### config.mk
export PLATFORM = sky130hd
export DESIGN_NAME = rvv_insn_fetch
export DESIGN_NICKNAME = d
export VERILOG_FILES = /design/src/rtl/rvv_pkg.sv /design/src/rtl/rvv_skid_fifo.sv /design/src/rtl/rvv_insn_fetch.sv
export SDC_FILE = /design/constraint.sdc
export NUM_CORES = 1
export LEC_CHECK = 0
export ABC_AREA = 1
export CAP_MARGIN = 25
export CORE_MARGIN = 1.5
export CORE_UTILIZATION = 24
export CTS_CLUSTER_DIAMETER = 120
export DETAILED_ROUTE_END_ITERATION = 16
export PLACE_DENSITY_LB_ADDON = 0.3
export SYNTH_ARGS = -nofsm -noshare
export SYNTH_HDL_FRONTEND = slang
export SYNTH_SLANG_ARGS = --single-unit
### constraint.sdc
create_clock -name clk -period 3.08 [get_ports clk]
set_clock_uncertainty 0.2 [all_clocks]
set_input_delay 0.616 -clock clk [delete_from_list [all_inputs] [get_ports clk]]
set_output_delay 0.616 -clock clk [all_outputs]
set_load 0.05 [all_outputs]
### src/rtl/rvv_pkg.sv
// Shared types and constants for the RVV instruction streaming path.
// Latency: n/a (declarations only).
// Backpressure: n/a.
package rvv_pkg;

  // Width of one vector-unit instruction word.
  localparam int RVV_INSN_WIDTH = 32;

  // Bubble presented to the processor whenever no real instruction is available.
  localparam logic [RVV_INSN_WIDTH-1:0] NOP = '0;

  typedef enum logic [1:0] {
    ST_IDLE  = 2'd0,
    ST_FETCH = 2'd1,
    ST_DRAIN = 2'd2,
    ST_DONE  = 2'd3
  } fetch_state_e;

endpackage

### src/rtl/rvv_skid_fifo.sv
// Two-entry FIFO holding instruction words returned from memory.
// Latency: a pushed word is visible at head the cycle after the push.
// Backpressure: full/empty/count exported; a push is accepted when full only if a pop happens in the same cycle.
//
// Ports:
//   clk, rst_n          clock and asynchronous active-low reset
//   push, push_dat      write strobe and data
//   pop                 remove the head entry
//   full, empty, count  occupancy status (count is 0..2)
//   head                oldest entry (entry 0)
module rvv_skid_fifo #(
  parameter int W = 32
) (
  input  logic         clk,
  input  logic         rst_n,
  input  logic         push,
  input  logic [W-1:0] push_dat,
  input  logic         pop,
  output logic         full,
  output logic         empty,
  output logic [W-1:0] head,
  output logic [1:0]   count
);

  logic [W-1:0] ent0_q, ent0_d;
  logic [W-1:0] ent1_q, ent1_d;
  logic [1:0]   cnt_q, cnt_d;
  logic         pop_ok, push_ok;
  logic [1:0]   cnt_after_pop;

  always_comb begin
    ent0_d        = ent0_q;
    ent1_d        = ent1_q;
    pop_ok        = pop && (cnt_q != 2'd0);
    push_ok       = push && ((cnt_q != 2'd2) || pop_ok);
    cnt_after_pop = cnt_q - 2'(pop_ok);

    // Pop shifts entry 1 forward; a simultaneous push then lands in the
    // first slot that is free after the shift.
    if (pop_ok) begin
      ent0_d = ent1_q;
    end
    if (push_ok) begin
      if (cnt_after_pop == 2'd0) begin
        ent0_d = push_dat;
      end else begin
        ent1_d = push_dat;
      end
    end
    cnt_d = cnt_after_pop + 2'(push_ok);
  end

  always_ff @(posedge clk or negedge rst_n) begin
    if (!rst_n) begin
      ent0_q <= '0;
      ent1_q <= '0;
      cnt_q  <= '0;
    end else begin
      ent0_q <= ent0_d;
      ent1_q <= ent1_d;
      cnt_q  <= cnt_d;
    end
  end

  assign head  = ent0_q;
  assign count = cnt_q;
  assign empty = (cnt_q == 2'd0);
  assign full  = (cnt_q == 2'd2);

endmodule

### src/rtl/rvv_insn_fetch.sv
// Streams insn_count words from instruction memory (addr 0 upward) to the processor insn_in port.
// Latency: start in cycle t -> mem_rd_en at t+1 -> insn_valid at t+2; one word per cycle thereafter.
// Backpressure: stall_in holds insn_out; reads stop once buffered + in-flight words reach 2.
//
// Ports:
//   clk, rst            clock and asynchronous active-low reset
//   start, insn_count   launch pulse and program length (sampled when start is accepted)
//   mem_rd_en, mem_addr instruction-memory read request
//   mem_rd_data         read data, returned exactly one cycle after mem_rd_en
//   stall_in            processor cannot take insn_out this cycle
//   insn_out, insn_valid instruction to processor (NOP when not valid)
//   busy, done          streaming in progress / program fully consumed
module rvv_insn_fetch
  import rvv_pkg::*;
#(
  parameter int INSN_WIDTH = RVV_INSN_WIDTH,
  parameter int ADDR_WIDTH = 7
) (
  input  logic                  clk,
  input  logic                  rst,
  input  logic                  start,
  input  logic [ADDR_WIDTH-1:0] insn_count,
  output logic                  mem_rd_en,
  output logic [ADDR_WIDTH-1:0] mem_addr,
  input  logic [INSN_WIDTH-1:0] mem_rd_data,
  input  logic                  stall_in,
  output logic [INSN_WIDTH-1:0] insn_out,
  output logic                  insn_valid,
  output logic                  busy,
  output logic                  done
);

  fetch_state_e state_q, state_d;
  logic [ADDR_WIDTH-1:0] rd_ptr_q, rd_ptr_d;
  logic [ADDR_WIDTH-1:0] cnt_q, cnt_d;
  logic                  infl_q, infl_d;

  logic                  fifo_push, fifo_pop, fifo_full, fifo_empty;
  logic [INSN_WIDTH-1:0] fifo_head;
  logic [1:0]            fifo_count;
  logic                  deliver, bypass, space_ok, last_rd;

  // Words still owed to the processor: buffered plus the one on the memory bus.
  logic [1:0]            pending;
  assign pending = fifo_count + 2'(infl_q);

  always_comb begin
    // The FIFO head is always older than a word arriving from memory, so it
    // has priority; with an empty FIFO the arriving word is presented directly,
    // which is what gives the two-cycle first-word latency.
    insn_valid = !fifo_empty || infl_q;
    insn_out   = INSN_WIDTH'(NOP);
    if (!fifo_empty) begin
      insn_out = fifo_head;
    end else if (infl_q) begin
      insn_out = mem_rd_data;
    end

    deliver   = insn_valid && !stall_in;
    bypass    = fifo_empty && infl_q && deliver;
    fifo_pop  = deliver && !fifo_empty;
    fifo_push = infl_q && !bypass;

    // Issue only while buffered + in-flight < 2 so the returning word always has a slot.
    space_ok  = fifo_empty || (!fifo_full && !infl_q);
    mem_rd_en = (state_q == ST_FETCH) && (rd_ptr_q < cnt_q) && space_ok;
    mem_addr  = mem_rd_en ? rd_ptr_q : '0;
    last_rd   = mem_rd_en && (rd_ptr_q == (cnt_q - ADDR_WIDTH'(1)));
  end

  always_comb begin
    state_d  = state_q;
    rd_ptr_d = rd_ptr_q;
    cnt_d    = cnt_q;
    infl_d   = mem_rd_en;
    if (mem_rd_en) begin
      rd_ptr_d = rd_ptr_q + ADDR_WIDTH'(1);
    end

    case (state_q)
      ST_IDLE, ST_DONE: begin
        if (start) begin
          cnt_d    = insn_count;
          rd_ptr_d = '0;
          state_d  = (insn_count == '0) ? ST_DONE : ST_FETCH;
        end
      end
      ST_FETCH: begin
        if (last_rd) begin
          state_d = ST_DRAIN;
        end
      end
      ST_DRAIN: begin
        // Final word leaves this cycle; nothing else is buffered or in flight.
        if (deliver && (pending == 2'd1)) begin
          state_d = ST_DONE;
        end
      end
      default: state_d = ST_IDLE;
    endcase
  end

  always_ff @(posedge clk or negedge rst) begin
    if (!rst) begin
      state_q  <= ST_IDLE;
      rd_ptr_q <= '0;
      cnt_q    <= '0;
      infl_q   <= 1'b0;
    end else begin
      state_q  <= state_d;
      rd_ptr_q <= rd_ptr_d;
      cnt_q    <= cnt_d;
      infl_q   <= infl_d;
    end
  end

  assign busy = (state_q == ST_FETCH) || (state_q == ST_DRAIN);
  assign done = (state_q == ST_DONE);

  rvv_skid_fifo #(
    .W (INSN_WIDTH)
  ) u_fifo (
    .clk      (clk),
    .rst_n    (rst),
    .push     (fifo_push),
    .push_dat (mem_rd_data),
    .pop      (fifo_pop),
    .full     (fifo_full),
    .empty    (fifo_empty),
    .head     (fifo_head),
    .count    (fifo_count)
  );

endmodule

**Word level (Yosys, flattened, before mapping)**

Index checks and enable logic that the tools add are counted.

- Bits in registers: 83
- Input bits: 43
- Output and inout port bits: 43
- Word-level logic and storage cells: 68

- Add/sub/neg operators: 5
- Magnitude comparators: 1
- Equality and inequality tests: 10
- Muxes and demuxes: 14
- Bitwise operators: 1
- Reduce and logical (&&, ||, !) cells: 30

Operators by type and width:

| kind | number |
|---|---|
| 2-to-1 mux 32 bit | 5 |
| 2-to-1 mux 7 bit | 4 |
| logical AND 1 bit | 12 |
| 2-to-1 mux 2 bit | 4 |
| != test 2 bit (second input constant) | 4 |
| adder 7 x 1 -> 7 bit (second input constant) | 1 |
| equality test 7 bit | 1 |
| logical NOT 7 bit | 1 |
| less-than comparator 7 bit | 1 |
| subtractor 7 x 1 -> 7 bit (second input constant) | 1 |
| equality test 2 bit (second input constant) | 3 |
| logical NOT 2 bit | 3 |
| one-hot mux 2 bit (3 select lines) | 1 |
| logical NOT 1 bit | 5 |
| adder 2 x 1 -> 2 bit | 2 |
| equality test 2 x 1 -> 1 bit (second input constant) | 2 |
| logical OR 1 bit | 4 |
| AND reduction 2 bit | 2 |
| AND reduction 3 bit | 1 |
| nonzero test 2 bit | 1 |
| OR reduction 2 bit | 1 |
| subtractor 2 x 1 -> 2 bit | 1 |
| NOT 1 bit | 1 |

**Depth between registers and ports, before layout**

- Depth in word-level cells: 10
- Gate-level depth with buffers: 14

**Hierarchy**

From an unflattened synthesis, not the netlist that was laid out.

- Cell total of the unflattened synthesis: 719
- Area total of the unflattened synthesis: 5036.1 um2

Modules (own cells, without submodules):

| module | times used | cells each | area an instance (um2) | sequential area each (um2) |
|---|---|---|---|---|
| rvv_skid_fifo | 1 | 417 | 3233.1 | 1651.6 |
| rvv_insn_fetch | 1 | 302 | 1803.0 | 425.4 |

**Worst setup path after synthesis**

No wires, ideal clock.

- Kind: register to output
- From: register cnt_q[2]
- To: output mem_addr[1]
- Arrival time: 2639 ps
- Path slack: -375 ps
- Cell stages (with the launch flop): 11
- Buffers on the path: 1
- Cell sequence: dfrtp_1 > inv_1 > ha_1 > a21oi_1 > nand2_1 > nand2_1 > nand3_1 > nor2_2 > inv_1 > buf_2 > nor2_1

- Longest elaborated chain between the ends: 4

RTL lines:

| what | RTL line | RTL |
|---|---|---|
| from (decl) | rvv_insn_fetch.sv:35 | `logic [ADDR_WIDTH-1:0] cnt_q, cnt_d;` |
| from (signal assigned) | rvv_insn_fetch.sv:112 | `cnt_q <= cnt_d;` |
| less-than comparator 7 bit | rvv_insn_fetch.sv:66 | `mem_rd_en = (state_q == ST_FETCH) && (rd_ptr_q < cnt_q) && space_ok;` |
| logical AND 1 bit (2 in series) | rvv_insn_fetch.sv:66 |  |
| net mem_rd_en | rvv_insn_fetch.sv:23 | `output logic mem_rd_en,` |
| 2-to-1 mux 7 bit | rvv_insn_fetch.sv:67 | `mem_addr = mem_rd_en ? rd_ptr_q : '0;` |
| to (decl) | rvv_insn_fetch.sv:24 | `output logic [ADDR_WIDTH-1:0] mem_addr,` |

The timed path passes the listed nets, and every way through them passes these cells.

**Worst setup path after layout**

- From: register cnt_q[2]
- To: output mem_addr[4]

- Longest elaborated chain between the ends: 4

RTL lines:

| what | RTL line |
|---|---|
| less-than comparator 7 bit | rvv_insn_fetch.sv:66 |
| logical AND 1 bit (2 in series) | rvv_insn_fetch.sv:66 |
| 2-to-1 mux 7 bit | rvv_insn_fetch.sv:67 |

Every way passes these cells.

==> flow_metrics.tcl <==
set metrics [dict create \
    outcome "finished, final reports clean" \
    cpPeakStageDelay_ns 0.41 \
    port_buffers 85 \
    place_congestion 0.8227 \
    p_int_mw 4.065 \
    die_w_um 142.1 \
    first_global_vias 3950 \
    htreeDepth 3 \
    arrival_ns 2.11 \
    drive_gt1_share_pct 15.97 \
    hpwl_mm 8.307 \
    syn_to_final_growth_pct 42.83 \
    syn_area_mm2 0.004642 \
    root_buffer "clkbuf_16" \
    tightest_slew_ns 0.5859 \
    r2r_start "u_fifo.count[1]$_DFF_PN0_" \
    fin_ws_ns 0.1568 \
    cts_max_path_buffers 2 \
    cts_hold_buf 0 \
    seq_power_share_pct 24.2 \
    cp.required_ns 2.26 \
    die_area_mm2 0.02019 \
    clock_latency_ns 0.34 \
    crit_type "reg -> out" \
    ys_ff_latch 83 \
    yosys_warnings 0 \
    antenna_cells 0 \
    holdWs_ns 0.06423 \
    cp_num_cells 10 \
    rrSetupSlack_ns 0.63 \
    layout_common_cells "145 x nand2_1, 96 x inv_1, 80 x dfrtp_1" \
    grt_max_degree 49 \
    cts_buffers 9 \
    fin_setup_tns_ns 0 \
    post-route-min-period_ns 2.923 \
    setup.worst_path.start "cnt_q[2]$_DFFE_PN0P_" \
    cap_violations 0 \
    layout_commonest_cell "nand2_1" \
    power_mw 7.453 \
    rr_worst_depth 9 \
    syn_inst 617 \
    layout.nets 769 \
    die_h_um 142.1 \
    core_area_mm2 0.01883 \
    final_util_pct 35.21 \
    crit_fanout 7 \
    ioPinCount 86 \
    clkSinkCount 83 \
    tritoncts "yes" \
    p_switching_mw 3.389 \
    syn-num-nets 677 \
    p_per_area_mw_per_mm2 1124 \
    dpl.cell_count 944 \
    p_leak_nw 3.074 \
    syn_area_per_cell_um2 7.523 \
    antenna_left 0 \
    cpLargestDelayFamily "simple AND/OR/NAND/NOR gates" \
    rsz0062_at_grt "false" \
    gr-total-overflow 0 \
    grt_first_pass_wirelength_mm 19.65 \
    design_area_mm2 0.006630 \
    totalWireLength_mm 11.97 \
    clkTransAtPathRegs_ns 0.06 \
    r2r-end "u_fifo.head[27]$_DFF_PN0_" \
    vias 4178 \
    clkPwrFrac_pct 15.2 \
    end_kind "output port" \
    min_path_type "in -> async" \
    endpoint "mem_addr[4]" \
    max-slew-margin-rel_pct 60.94 \
    crit_chain "inv_2 -> ha_4 -> a21oi_1 -> nand2_1 -> nand2_1 -> nand3_2 -> nor2_4 -> clkinvlp_4 -> nor2_2 -> buf_6" \
    yosysUniqueCellTypes 31 \
    num_rows 50 \
    antenna_found_initial 0 \
    place_area_mm2 0.006120 \
    worst_path_most_repeated_cell "nand2_1" \
    startpoint_type "flip-flop" \
    drc_errors 0 \
    start_util_pct 24.65 \
    path_buf_inv 3 \
    initialDrtViolationCount 174 \
    hold_violations 0 \
    grt_usage_pct 12.26 \
    p_comb_share_pct 60.6 \
    fin_crit_sh_pct 94.91 \
    p_sw_share_pct 45.46 \
    cp_slowest_cell "dfrtp_1" \
    drt_first_pass_iters 5 \
    vias_per_cell 4.290 \
    wl_per_cell_um 12.29 \
    vdd_drop_max_mv 0.6129 \
    max_freq_mhz 342.1 \
    place_ws_ns 0.2560 \
    drv_slew 0 \
    setup_viol 0 \
    finalNonFillerCells 974 \
    yosysSeqAreaShare_pct 44.74 \
]
## worst min path at each step
stage	depth (start not counted)	from	to	slack, ns
final	1	rst	cnt_q[5]$_DFFE_PN0P_	0.06
after global placement	2	u_fifo.ent1_q[0]$_DFFE_PN0P_	u_fifo.ent1_q[0]$_DFFE_PN0P_	0.27
after floorplan	0	rst	cnt_q[0]$_DFFE_PN0P_	0.12
after detailed placement	2	u_fifo.ent1_q[0]$_DFFE_PN0P_	u_fifo.ent1_q[0]$_DFFE_PN0P_	0.27
after CTS	1	rst	state_q[1]$_DFFE_PN0P_	0.09
after global routing	1	rst	cnt_q[5]$_DFFE_PN0P_	0.10
## registers in the layout, indices dropped and copies added (netlist names)
signal,cells
u_fifo.count,2
u_fifo.ent1_q,32
rd_ptr_q,7
cnt_q,7
state_q,2
infl_q,1
u_fifo.head,32
## final cells by class
cell class | instances | area [um^2]
clock buffers | 11 | 252.7
clock inverters | 5 | 60.06
fillers | 1970 | 12200
inverters | 102 | 386.6
multi-input cells | 401 | 2123
flip-flops and latches | 83 | 2081
well taps | 260 | 325.3
repair buffers | 112 | 1401
## repair_timing
item,4_1_cts,5_1_grt
gates resized for setup,1,19
buffers inserted,4,10
pin swaps,1,5
endpoints found under the setup margin,6,8
## worst register-to-register path: cells and delay by family (launching register included)
family                     cells  cell delay [ns]
adders and majority gates      1             0.28
and+or+nand+nor                5             0.97
AOI/OAI and AO/OA              1             0.06
buffers and inverters          2             0.37
DFF                            1             0.46
## layer usage
metal  vias to the layer above  routed length (um)  GRT usage (%)
met2                        89                5278          18.72
met3                        15                 619          2.591
met1                      1907                5858          16.96
li1                       2167                   -              -
met4                         0                 210          4.721
met5                         -                   0              0
## cell families after synthesis
logic type | share of synthesized area [%]
flip-flops | 44.74
XOR/XNOR | 0.9436
AND/OR/NAND/NOR | 20.46
AO/OA/AOI/OAI | 17.71
adder cells (fa/ha/maj) | 4.582
buffers and inverters | 11.56
## power by group through the flow
stage / Sequential (mW) / Clock, mW / Combinational [mW]
finish: 1.81 / 1.13 / 4.51
global route: 1.86 / 1.21 / 4.95
CTS: 1.81 / 1.17 / 4.46
detailed placement: 1.82 / 0 / 4.38
global placement: 1.82 / 0 / 4.38
floorplan: 1.76 / 0 / 2.73
## Yosys cell counts
| library cell | instances | area [um^2] |
|---|---|---|
| nor4_1 | 1 | 6.260 |
| nand4_1 | 4 | 25.02 |
| clkbuf_1 | 13 | 48.80 |
| buf_6 | 3 | 33.78 |
| a21oi_1 | 9 | 45.04 |
| clkinv_1 | 1 | 3.750 |
| xor2_1 | 3 | 26.28 |
| nand2_4 | 1 | 11.26 |
| nor2_2 | 2 | 12.51 |
| nand2_1 | 146 | 548.0 |
| a21oi_4 | 1 | 16.27 |
| o211ai_1 | 7 | 52.55 |
| o21ai_1 | 63 | 315.3 |
| o21ai_0 | 67 | 335.3 |
| nand3_1 | 53 | 265.3 |
| inv_2 | 1 | 3.750 |
| nor3_1 | 2 | 10.01 |
| o21ai_4 | 1 | 16.27 |
| ha_1 | 17 | 212.7 |
| a22oi_1 | 1 | 7.510 |
| xnor2_1 | 2 | 17.52 |
| o21ai_2 | 2 | 17.52 |
| nor2_4 | 1 | 11.26 |
| o31ai_1 | 1 | 7.510 |
| dfrtp_1 | 83 | 2077 |
| buf_2 | 9 | 45.04 |
| nor2_1 | 16 | 60.06 |
| buf_4 | 1 | 7.510 |
| buf_1 | 5 | 18.77 |
| o41ai_1 | 1 | 8.760 |
| inv_1 | 100 | 375.4 |
(Power assumes the default switching activity.)
